**src/rtl/axi_sync_fifo.sv**
```systemverilog
// Single-clock valid/ready FIFO with occupancy, threshold flags, flush and optional FWFT bypass.
// Define AXI_SYNC_FIFO_STATS_EN to add the max_level_o high-watermark output.
module axi_sync_fifo #(
  parameter int unsigned DATA_WIDTH    = 64,
  parameter int unsigned FIFO_DEPTH    = 8,
  parameter int unsigned FALL_THROUGH  = 0,
  parameter int unsigned AFULL_THRESH  = 6,
  parameter int unsigned AEMPTY_THRESH = 1
) (
  input  logic                          clk_i,
  input  logic                          rst_i,
  input  logic                          flush_i,
  input  logic                          s_valid_i,
  input  logic [DATA_WIDTH-1:0]         s_data_i,
  output logic                          s_ready_o,
  output logic                          m_valid_o,
  output logic [DATA_WIDTH-1:0]         m_data_o,
  input  logic                          m_ready_i,
  output logic [$clog2(FIFO_DEPTH):0]   level_o,
  output logic                          almost_full_o,
  output logic                          almost_empty_o
`ifdef AXI_SYNC_FIFO_STATS_EN
  ,
  output logic [$clog2(FIFO_DEPTH):0]   max_level_o
`endif
);

  localparam int unsigned PTR_W = $clog2(FIFO_DEPTH);
  localparam int unsigned LVL_W = PTR_W + 1;
  localparam logic [LVL_W-1:0] AFULL_L  = LVL_W'(AFULL_THRESH);
  localparam logic [LVL_W-1:0] AEMPTY_L = LVL_W'(AEMPTY_THRESH);
  localparam logic [LVL_W-1:0] ONE_L    = LVL_W'(1);

  if ((FIFO_DEPTH < 2) || ((FIFO_DEPTH & (FIFO_DEPTH - 1)) != 0)) begin : g_bad_depth
    $error("axi_sync_fifo: FIFO_DEPTH must be a power of 2 and >= 2");
  end

  logic [DATA_WIDTH-1:0] r_mem [FIFO_DEPTH];
  logic [LVL_W-1:0]      r_wr_ptr;
  logic [LVL_W-1:0]      r_rd_ptr;
  logic [LVL_W-1:0]      r_level;
  logic                  r_m_valid;
  logic [DATA_WIDTH-1:0] r_m_data;
  logic                  r_afull;
  logic                  r_aempty;

  logic                  w_full;
  logic                  w_empty;
  logic                  w_s_ready;
  logic                  w_m_valid;
  logic [DATA_WIDTH-1:0] w_m_data;
  logic                  w_push;
  logic                  w_pop;
  logic [LVL_W-1:0]      w_wr_ptr_nxt;
  logic [LVL_W-1:0]      w_rd_ptr_nxt;
  logic [LVL_W-1:0]      w_level_nxt;
  logic [DATA_WIDTH-1:0] w_load_data;

  assign w_full    = (r_wr_ptr[PTR_W] != r_rd_ptr[PTR_W]) &&
                     (r_wr_ptr[PTR_W-1:0] == r_rd_ptr[PTR_W-1:0]);
  assign w_empty   = (r_wr_ptr == r_rd_ptr);
  assign w_s_ready = !w_full && !flush_i;

  // Read side: output register, or the write port itself when FWFT and empty
  always_comb begin
    w_m_valid = r_m_valid;
    w_m_data  = r_m_data;
    if ((FALL_THROUGH != 0) && w_empty) begin
      w_m_valid = s_valid_i && !flush_i;
      w_m_data  = s_data_i;
    end
  end

  assign w_push = s_valid_i && w_s_ready;
  assign w_pop  = w_m_valid && m_ready_i;

  always_comb begin
    w_wr_ptr_nxt = r_wr_ptr;
    w_rd_ptr_nxt = r_rd_ptr;
    w_level_nxt  = r_level;
    if (flush_i) begin
      w_wr_ptr_nxt = '0;
      w_rd_ptr_nxt = '0;
      w_level_nxt  = '0;
    end else begin
      if (w_push) w_wr_ptr_nxt = r_wr_ptr + ONE_L;
      if (w_pop)  w_rd_ptr_nxt = r_rd_ptr + ONE_L;
      if (w_push && !w_pop)      w_level_nxt = r_level + ONE_L;
      else if (w_pop && !w_push) w_level_nxt = r_level - ONE_L;
    end
  end

  // Head word for the next cycle; it may be the word being written right now
  assign w_load_data = (w_rd_ptr_nxt == r_wr_ptr) ? s_data_i
                                                  : r_mem[w_rd_ptr_nxt[PTR_W-1:0]];

  always_ff @(posedge clk_i) begin
    if (w_push) r_mem[r_wr_ptr[PTR_W-1:0]] <= s_data_i;
  end

  always_ff @(posedge clk_i or posedge rst_i) begin
    if (rst_i) begin
      r_wr_ptr  <= '0;
      r_rd_ptr  <= '0;
      r_level   <= '0;
      r_m_valid <= 1'b0;
      r_m_data  <= '0;
      r_afull   <= 1'b0;
      r_aempty  <= 1'b1;
    end else begin
      r_wr_ptr  <= w_wr_ptr_nxt;
      r_rd_ptr  <= w_rd_ptr_nxt;
      r_level   <= w_level_nxt;
      r_m_valid <= (w_level_nxt != '0);
      if (w_level_nxt != '0) r_m_data <= w_load_data;
      r_afull   <= (w_level_nxt >= AFULL_L);
      r_aempty  <= (w_level_nxt <= AEMPTY_L);
    end
  end

`ifdef AXI_SYNC_FIFO_STATS_EN
  logic [LVL_W-1:0] r_max_level;

  always_ff @(posedge clk_i or posedge rst_i) begin
    if (rst_i)                  r_max_level <= '0;
    else if (flush_i)           r_max_level <= '0;
    else if (r_level > r_max_level) r_max_level <= r_level;
  end

  assign max_level_o = r_max_level;
`endif

  assign s_ready_o      = w_s_ready;
  assign m_valid_o      = w_m_valid;
  assign m_data_o       = w_m_data;
  assign level_o        = r_level;
  assign almost_full_o  = r_afull;
  assign almost_empty_o = r_aempty;

endmodule

```
**config.mk**
```make
export PLATFORM = sky130hd
export DESIGN_NAME = axi_sync_fifo
export DESIGN_NICKNAME = d
export VERILOG_FILES = /design/src/rtl/axi_sync_fifo.sv
export SDC_FILE = /design/constraint.sdc
export NUM_CORES = 1
export LEC_CHECK = 0
export CAP_MARGIN = 20
export CORE_MARGIN = 8
export CORE_UTILIZATION = 64
export DETAILED_ROUTE_END_ITERATION = 6
export PLACE_DENSITY = 0.95
export SLEW_MARGIN = 20
export SYNTH_ARGS = -nofsm -noshare
export SYNTH_HDL_FRONTEND = slang
export SYNTH_SLANG_ARGS = --single-unit
```
**constraint.sdc**
```tcl
create_clock -name clk_i -period 10.1 [get_ports clk_i]
set_input_delay 1.01 -clock clk_i [delete_from_list [all_inputs] [get_ports clk_i]]
set_output_delay 1.01 -clock clk_i [all_outputs]
set_load 0.02 [all_outputs]
```
# After elaboration in Yosys (flattened, before gate mapping)
# Memories as Yosys holds them, arrays and structs flattened.
# Cells that the tools add are included.
totals:
  register_bits: 79
  mem_bits_rw: 512
  in_bits: 69
  out_inout_bits: 72
  elab_cells: 39
  n_memories: 1
classes:
  n_addsub: 4
  n_lt_le_gt_ge: 2
  n_eq_ne: 3
  mux: 10
  n_reduce_logical: 12
mem_list:
  columns: ["memory", "depth", "word_bits", "rd", "rd_ports_with_merged_regs", "wr", "line", "source"]
  rows:
  - ["r_mem", 8, 64, 1, 0, 1, "38", "logic [DATA_WIDTH-1:0] r_mem [FIFO_DEPTH];"]
ops:
  columns: ["op", "n"]
  rows:
  - ["two-way mux 64 bit", 1]
  - ["two-way mux 4 bit", 7]
  - ["adder 4 x 1 -> 4 bit (second input constant)", 3]
  - ["logical AND 1 bit", 6]
  - ["== test 4 bit", 1]
  - ["greater-or-equal comparator 4 x 3 -> 1 bit (second input constant)", 1]
  - ["less-or-equal comparator 4 x 1 -> 1 bit (second input constant)", 1]
  - ["logical NOT 1 bit", 4]
  - ["nonzero test 4 bit", 1]
  - ["subtractor 4 x 1 -> 4 bit (second input constant)", 1]
  - ["== test 3 bit", 1]
  - ["two-way mux 1 bit", 2]
  - ["nonzero test 2 bit", 1]
  - ["!= test 1 bit", 1]

# Logic depth before layout (Yosys ltp)
logic_depth:
  ltp_word: 11
  mapped_depth: 11
  ltp_nobuf: 8

# Worst setup path before layout
# Ideal clock, no wire load.
synth_timing:
  path_kind: "in2reg"
  startpoint: "input flush_i"
  endpoint: "memory r_mem[0][0] (enable)"
  setup_ns: 0.565
  t_arrival_ns: 6.176
  required_ns: 9.535
  path_slack_ns: 3.359
  path_stages: 4
  path_buffers: 2
  cell_sequence: "clkbuf_1 -> clkbuf_1 -> or3_1 -> nor3_1"
synth_between:
  elab_chain_len: 5
synth_rtl:
  columns: ["item", "line", "source"]
  rows:
  - ["from (decl)", "12", "input logic flush_i,"]
  - ["logical NOT 1 bit", "62", "assign w_s_ready = !w_full && !flush_i;"]
  - ["logical AND 1 bit", "62", null]
  - ["logical AND 1 bit", "74", "assign w_push = s_valid_i && w_s_ready;"]
  - ["two-way mux 1 bit", "98", "if (w_push) r_mem[r_wr_ptr[PTR_W-1:0]] <= s_data_i;"]
  - ["two-way mux 1 bit (not written as such)", "98", null]
  - ["to (decl)", "38", null]
# No other way between the ends.

# Worst setup path after layout
layout_timing:
  startpoint: "register r_wr_ptr[1]"
  endpoint: "register r_m_data[62], in the netlist m_data_o[62]"
layout_between:
  elab_chain_len: 11
  word_cells_on_any_way: 14
  classes_between: "eq/ne (2); mux (4); reduce/logical (8)"
layout_rtl:
  columns: ["item", "line", "source"]
  rows:
  - ["from (decl)", "39", "logic [LVL_W-1:0] r_wr_ptr;"]
  - ["from (signal assigned)", "111", "r_wr_ptr <= w_wr_ptr_nxt;"]
  - ["== test 3 bit (*)", "60", "(r_wr_ptr[PTR_W-1:0] == r_rd_ptr[PTR_W-1:0]);"]
  - ["logical AND 1 bit (*)", "59", "assign w_full = (r_wr_ptr[PTR_W] != r_rd_ptr[PTR_W]) &&"]
  - ["logical NOT 1 bit (*)", "62", null]
  - ["logical AND 1 bit (*)", "62", null]
  - ["logical AND 1 bit (*)", "74", null]
  - ["logical NOT 1 bit", "89", "else if (w_pop && !w_push) w_level_nxt = r_level - ONE_L;"]
  - ["logical AND 1 bit", "89", null]
  - ["two-way mux 4 bit", "89", null]
  - ["two-way mux 4 bit (*)", "88", "if (w_push && !w_pop) w_level_nxt = r_level + ONE_L;"]
  - ["two-way mux 4 bit (*)", "81", "if (flush_i) begin"]
  - ["via w_level_nxt[1]", "56", "logic [LVL_W-1:0] w_level_nxt;"]
  - ["nonzero test 4 bit (*)", "115", "if (w_level_nxt != '0) r_m_data <= w_load_data;"]
  - ["to (signal assigned)", "115", null]
  - ["to (decl)", "43", "logic [DATA_WIDTH-1:0] r_m_data;"]
# Mark *: on every way through the listed nets, which the timed path passes. The rest lies on a longest branch.
# A chain may end at the register's enable or synchronous reset.

==> results by group <==
Drt
  – DRC marker count from the first detailed-route iteration: 1,123
  – Pre-Repair DR Iteration Count: 5
  – Via density: 6.31
  – DRC errors left: 0
  – Overall routed net length: 49,700 um
  – ANT nets after route: 0
  – Routed len/inst: 27.7 um
  – Total number of vias: 11.3k

Global routing
  – GRT busiest layer: met2
  – Routing usage on met1: 28.8%
  – GRT Total Usage: 23.0%
  – Initial antenna violation count: 6
  – Met2 usage: 38.9%
  – First-pass GRT wire length: 74,700 um
  – Met3 capacity usage during global routing: 5.17%
  – Global route total overflow: 0
  – Vias in the first global route: 12.2k
  – Largest net degree at the start of global routing: 131

Placement
  – Post-Place Worst Slack: 5480 ps
  – Port bufs: 140
  – Final RePlAce weighted congestion: 0.776
  – DP Wirelength: 26,600 um
  – Placed Instances: 1,683

Cells and area
  – Fillers: 1,928
  – Final cell count without fillers: 1,793
  – Area Overhead vs Synth: 15.9%
  – Most common cell after layout, fill and taps aside: edfxtp_1
  – Layout Nets: 1,348
  – Share of cells above drive strength 1: 23.8%
  – Most frequent cells in the layout: edfxtp_1 (512), clkdlybuf4s50_1 (140), mux2i_1 (130)

Clock network
  – TritonCTS Buffers: 56
  – Clk_lat worst skew: 600 ps
  – Post-CTS Resized: 0
  – H-tree depth: 2
  – Clock Sinks: 591
  – CTS root buf: clkbuf_16
  – CTS tree: done
  – CTS Buffer Depth: 3
  – Hold_buf cts: 0
  – Clk slew on worst S/H paths: 60 ps
  – Postcts setup bufs: 0

Critical path
  – Critical path arrival: 4670 ps
  – CP Data Required Time: 10,570 ps
  – Reg-to-reg startpoint: r_wr_ptr[1]
  – Family with the most delay on the worst path: buffers and inverters
  – Crit path top cell by count: buf_4
  – Worst R2R Path Depth: 9
  – Slowest cell on the critical path: buf_4
  – Worst R2R End: m_data_o[62]
  – Worst Path Max Fanout: 38
  – Critical path class: reg -> reg
  – Buffers & Inverters on Critical Path: 2
  – Crit path cell chain: xor2_1 -> o41ai_4 -> a211oi_1 -> nor3_2 -> nor2_1 -> a31oi_4 -> buf_4 -> buf_4 -> mux2_2
  – Endpoint class of the critical path: flip-flop
  – Startpoint types: flip-flop
  – Reg2Reg Setup Slack: 5910 ps
  – Worst path max stage delay: 820 ps

Synth
  – Leading cell types by total area after synthesis: edfxtp_1 (65%), mux4_2 (12%), dfrtp_1 (8.3%), mux2i_1 (5.5%), mux2_4 (3.1%)
  – Post-Syn Nets: 1,182
  – Mean Syn Cell Area: 21.3 um^2
  – Synth Cell Area: 23,600 um^2
  – Synth Area in XOR/XNOR: 0.658%
  – Yosys reg bits: 591
  – Distinct cells, synth: 37
  – Post-Syn Instances: 1,109
  – Main combinational cell family by area after synthesis: multiplexers
  – Mux share of post-synthesis cell area: 21.6%
  – Synth Area in Simple Gates: 0.844%
  – Ys Warns: 0
  – Share of the synthesized area in the top cell type: 65.2%
  – Post-Synth Adder-Cell Area: 0.212%
  – Register area share after synthesis: 73.6%
  – Synth Area in Compound Gates: 0.472%
  – Most area-hungry cell type in the Yosys netlist: edfxtp_1

Timing
  – Clk_skew: 15.7 ps
  – Relative slew slack: 23.4%
  – Post-route setup TNS: 0 ps
  – Fin crit share: 41.5%
  – Final setup fails: 0
  – Unrepaired setup endpoints after global routing: no
  – Worst-Margin Slew: 1150 ps
  – Count of final hold-check violations: 0
  – Top achievable clock speed: 238 MHz
  – Final min period: 4190 ps
  – Max-slew violation count: 0
  – Worst setup margin: 5910 ps

Die
  – Io pins: 141
  – Die Area: 43,200 um^2
  – Site Rows: 70
  – Die Wd: 208 um
  – Die Ht: 208 um
  – CORE AREA: 36,400 um^2
  – Initial Util: 64.7%

Power
  – Sequential power share: 46.8%
  – Gate power share: 20.6%
  – Maximum vdd drop: 0.196 mV
  – Clock power share: 32.6%
  – Net Sw Power: 1.61 mW
  – Sw Ratio: 25.5%
  – Leak: 9.23 nW
  – Internal power: 4.71 mW
  – Power Density: 231 nW/um^2

Worst hold path
  – Hold Path Sink: m_data_o[38]
  – Hold/Removal Path Class: reg -> reg
  – Hold path cells: 1
  – Hold path startpoint: m_data_o[38]

Outcome
  – Status: completed

Run
  – Max Cap Viol: 0
[cell type report]
| type | instances | area, um^2 | share of cell area [%] |
|---|---|---|---|
| flip-flops and latches | 591 | 17400 | 63.5 |
| multi-input cells | 394 | 5680 | 20.8 |
| repair buffers | 163 | 1630 | 5.95 |
| clock buffers | 80 | 1560 | 5.72 |
| well taps | 468 | 586 | 2.14 |
| inverters | 69 | 262 | 0.957 |
| clock inverters | 23 | 239 | 0.875 |
| diodes | 5 | 12.5 | 0.0458 |
[cell families (layout without fill, tap and decap cells)]
family,Yosys count,after routing
adder cells (fa/ha/maj),4,4
multiplexers,322,322
XOR/XNOR,16,16
AO/OA/AOI/OAI,11,11
buffers and inverters,124,335
flip-flops,591,591
AND/OR/NAND/NOR,41,41
other,0,5
[power by group through the flow]
stage                     Clock (mW)  Sequential, mW  Combinational (mW)
after global placement             0            3.00                1.26
final                           2.06            2.96                1.30
after global routing            2.17            2.98                1.38
after detailed placement           0            3.00                1.30
after floorplan                    0            3.13               0.676
after CTS                       2.09            2.96                1.32
[sequential cells by signal, summed over array words and instances, names as in the netlist]
register	count
m_data_o	64
r_mem	512
almost_empty_o	1
r_rd_ptr	4
almost_full_o	1
r_wr_ptr	4
level_o	4
m_valid_o	1
[layer usage]
metal  routed length [um]  part of all wire (%)
met5                   15                 0.030
met4                 1680                   3.4
met3                 3590                   7.2
met2                25500                    51
met1                19000                    38
[through the flow]
| stage | area, um^2 | power (mW) | util [%] | hold WS [ps] |
|---|---|---|---|---|
| final | 27300 | 6.32 | 75.0 | 508 |
| after global routing | 27300 | 6.53 | 75.0 | 524 |
| after CTS | 27300 | 6.36 | 74.8 | 508 |
| after detailed placement | 25500 | 4.31 | 69.9 | 493 |
| after global placement | 25500 | 4.26 | 69.9 | 493 |
| after floorplan | 23600 | 3.80 | - | 567 |
[cells in the mapped netlist]
cell and count:
o211a_1 1, nor3_1 4, nor4_1 1, or3_1 3, xnor2_2 2, xor2_1 7
a211oi_1 1, nor2b_1 1, nor3_2 1, nand2_1 5, buf_1 2, mux2i_1 130
mux2_4 49, edfxtp_1 512, buf_4 2, o21ai_0 2, ha_1 4, clkbuf_1 11
nand3_2 1, dfstp_2 1, buf_6 1, buf_12 6, o21ai_2 2, xnor2_1 7
buf_2 33, o41ai_4 1, inv_1 69, mux4_2 128, nand2b_1 2, dfrtp_1 78
nor2_1 18, nand3_1 2, nand4_1 3, a21o_1 1, a21oi_1 2, mux2_2 15
a31oi_4 1
[worst max-delay path by stage]
stage | startpoint | to | slack (ps) | depth (start not counted)
final | r_wr_ptr[1] | m_data_o[62] | 5910 | 9
after global routing | r_wr_ptr[1] | m_data_o[61] | 5710 | 9
after CTS | r_wr_ptr[1] | m_data_o[1] | 5910 | 9
after detailed placement | m_ready_i | m_data_o[11] | 5480 | 10
after global placement | flush_i | m_data_o[45] | 5600 | 8
after floorplan | flush_i | r_mem[0][0] | 3360 | 4
No activity file was read; power rests on OpenSTA's default activity.
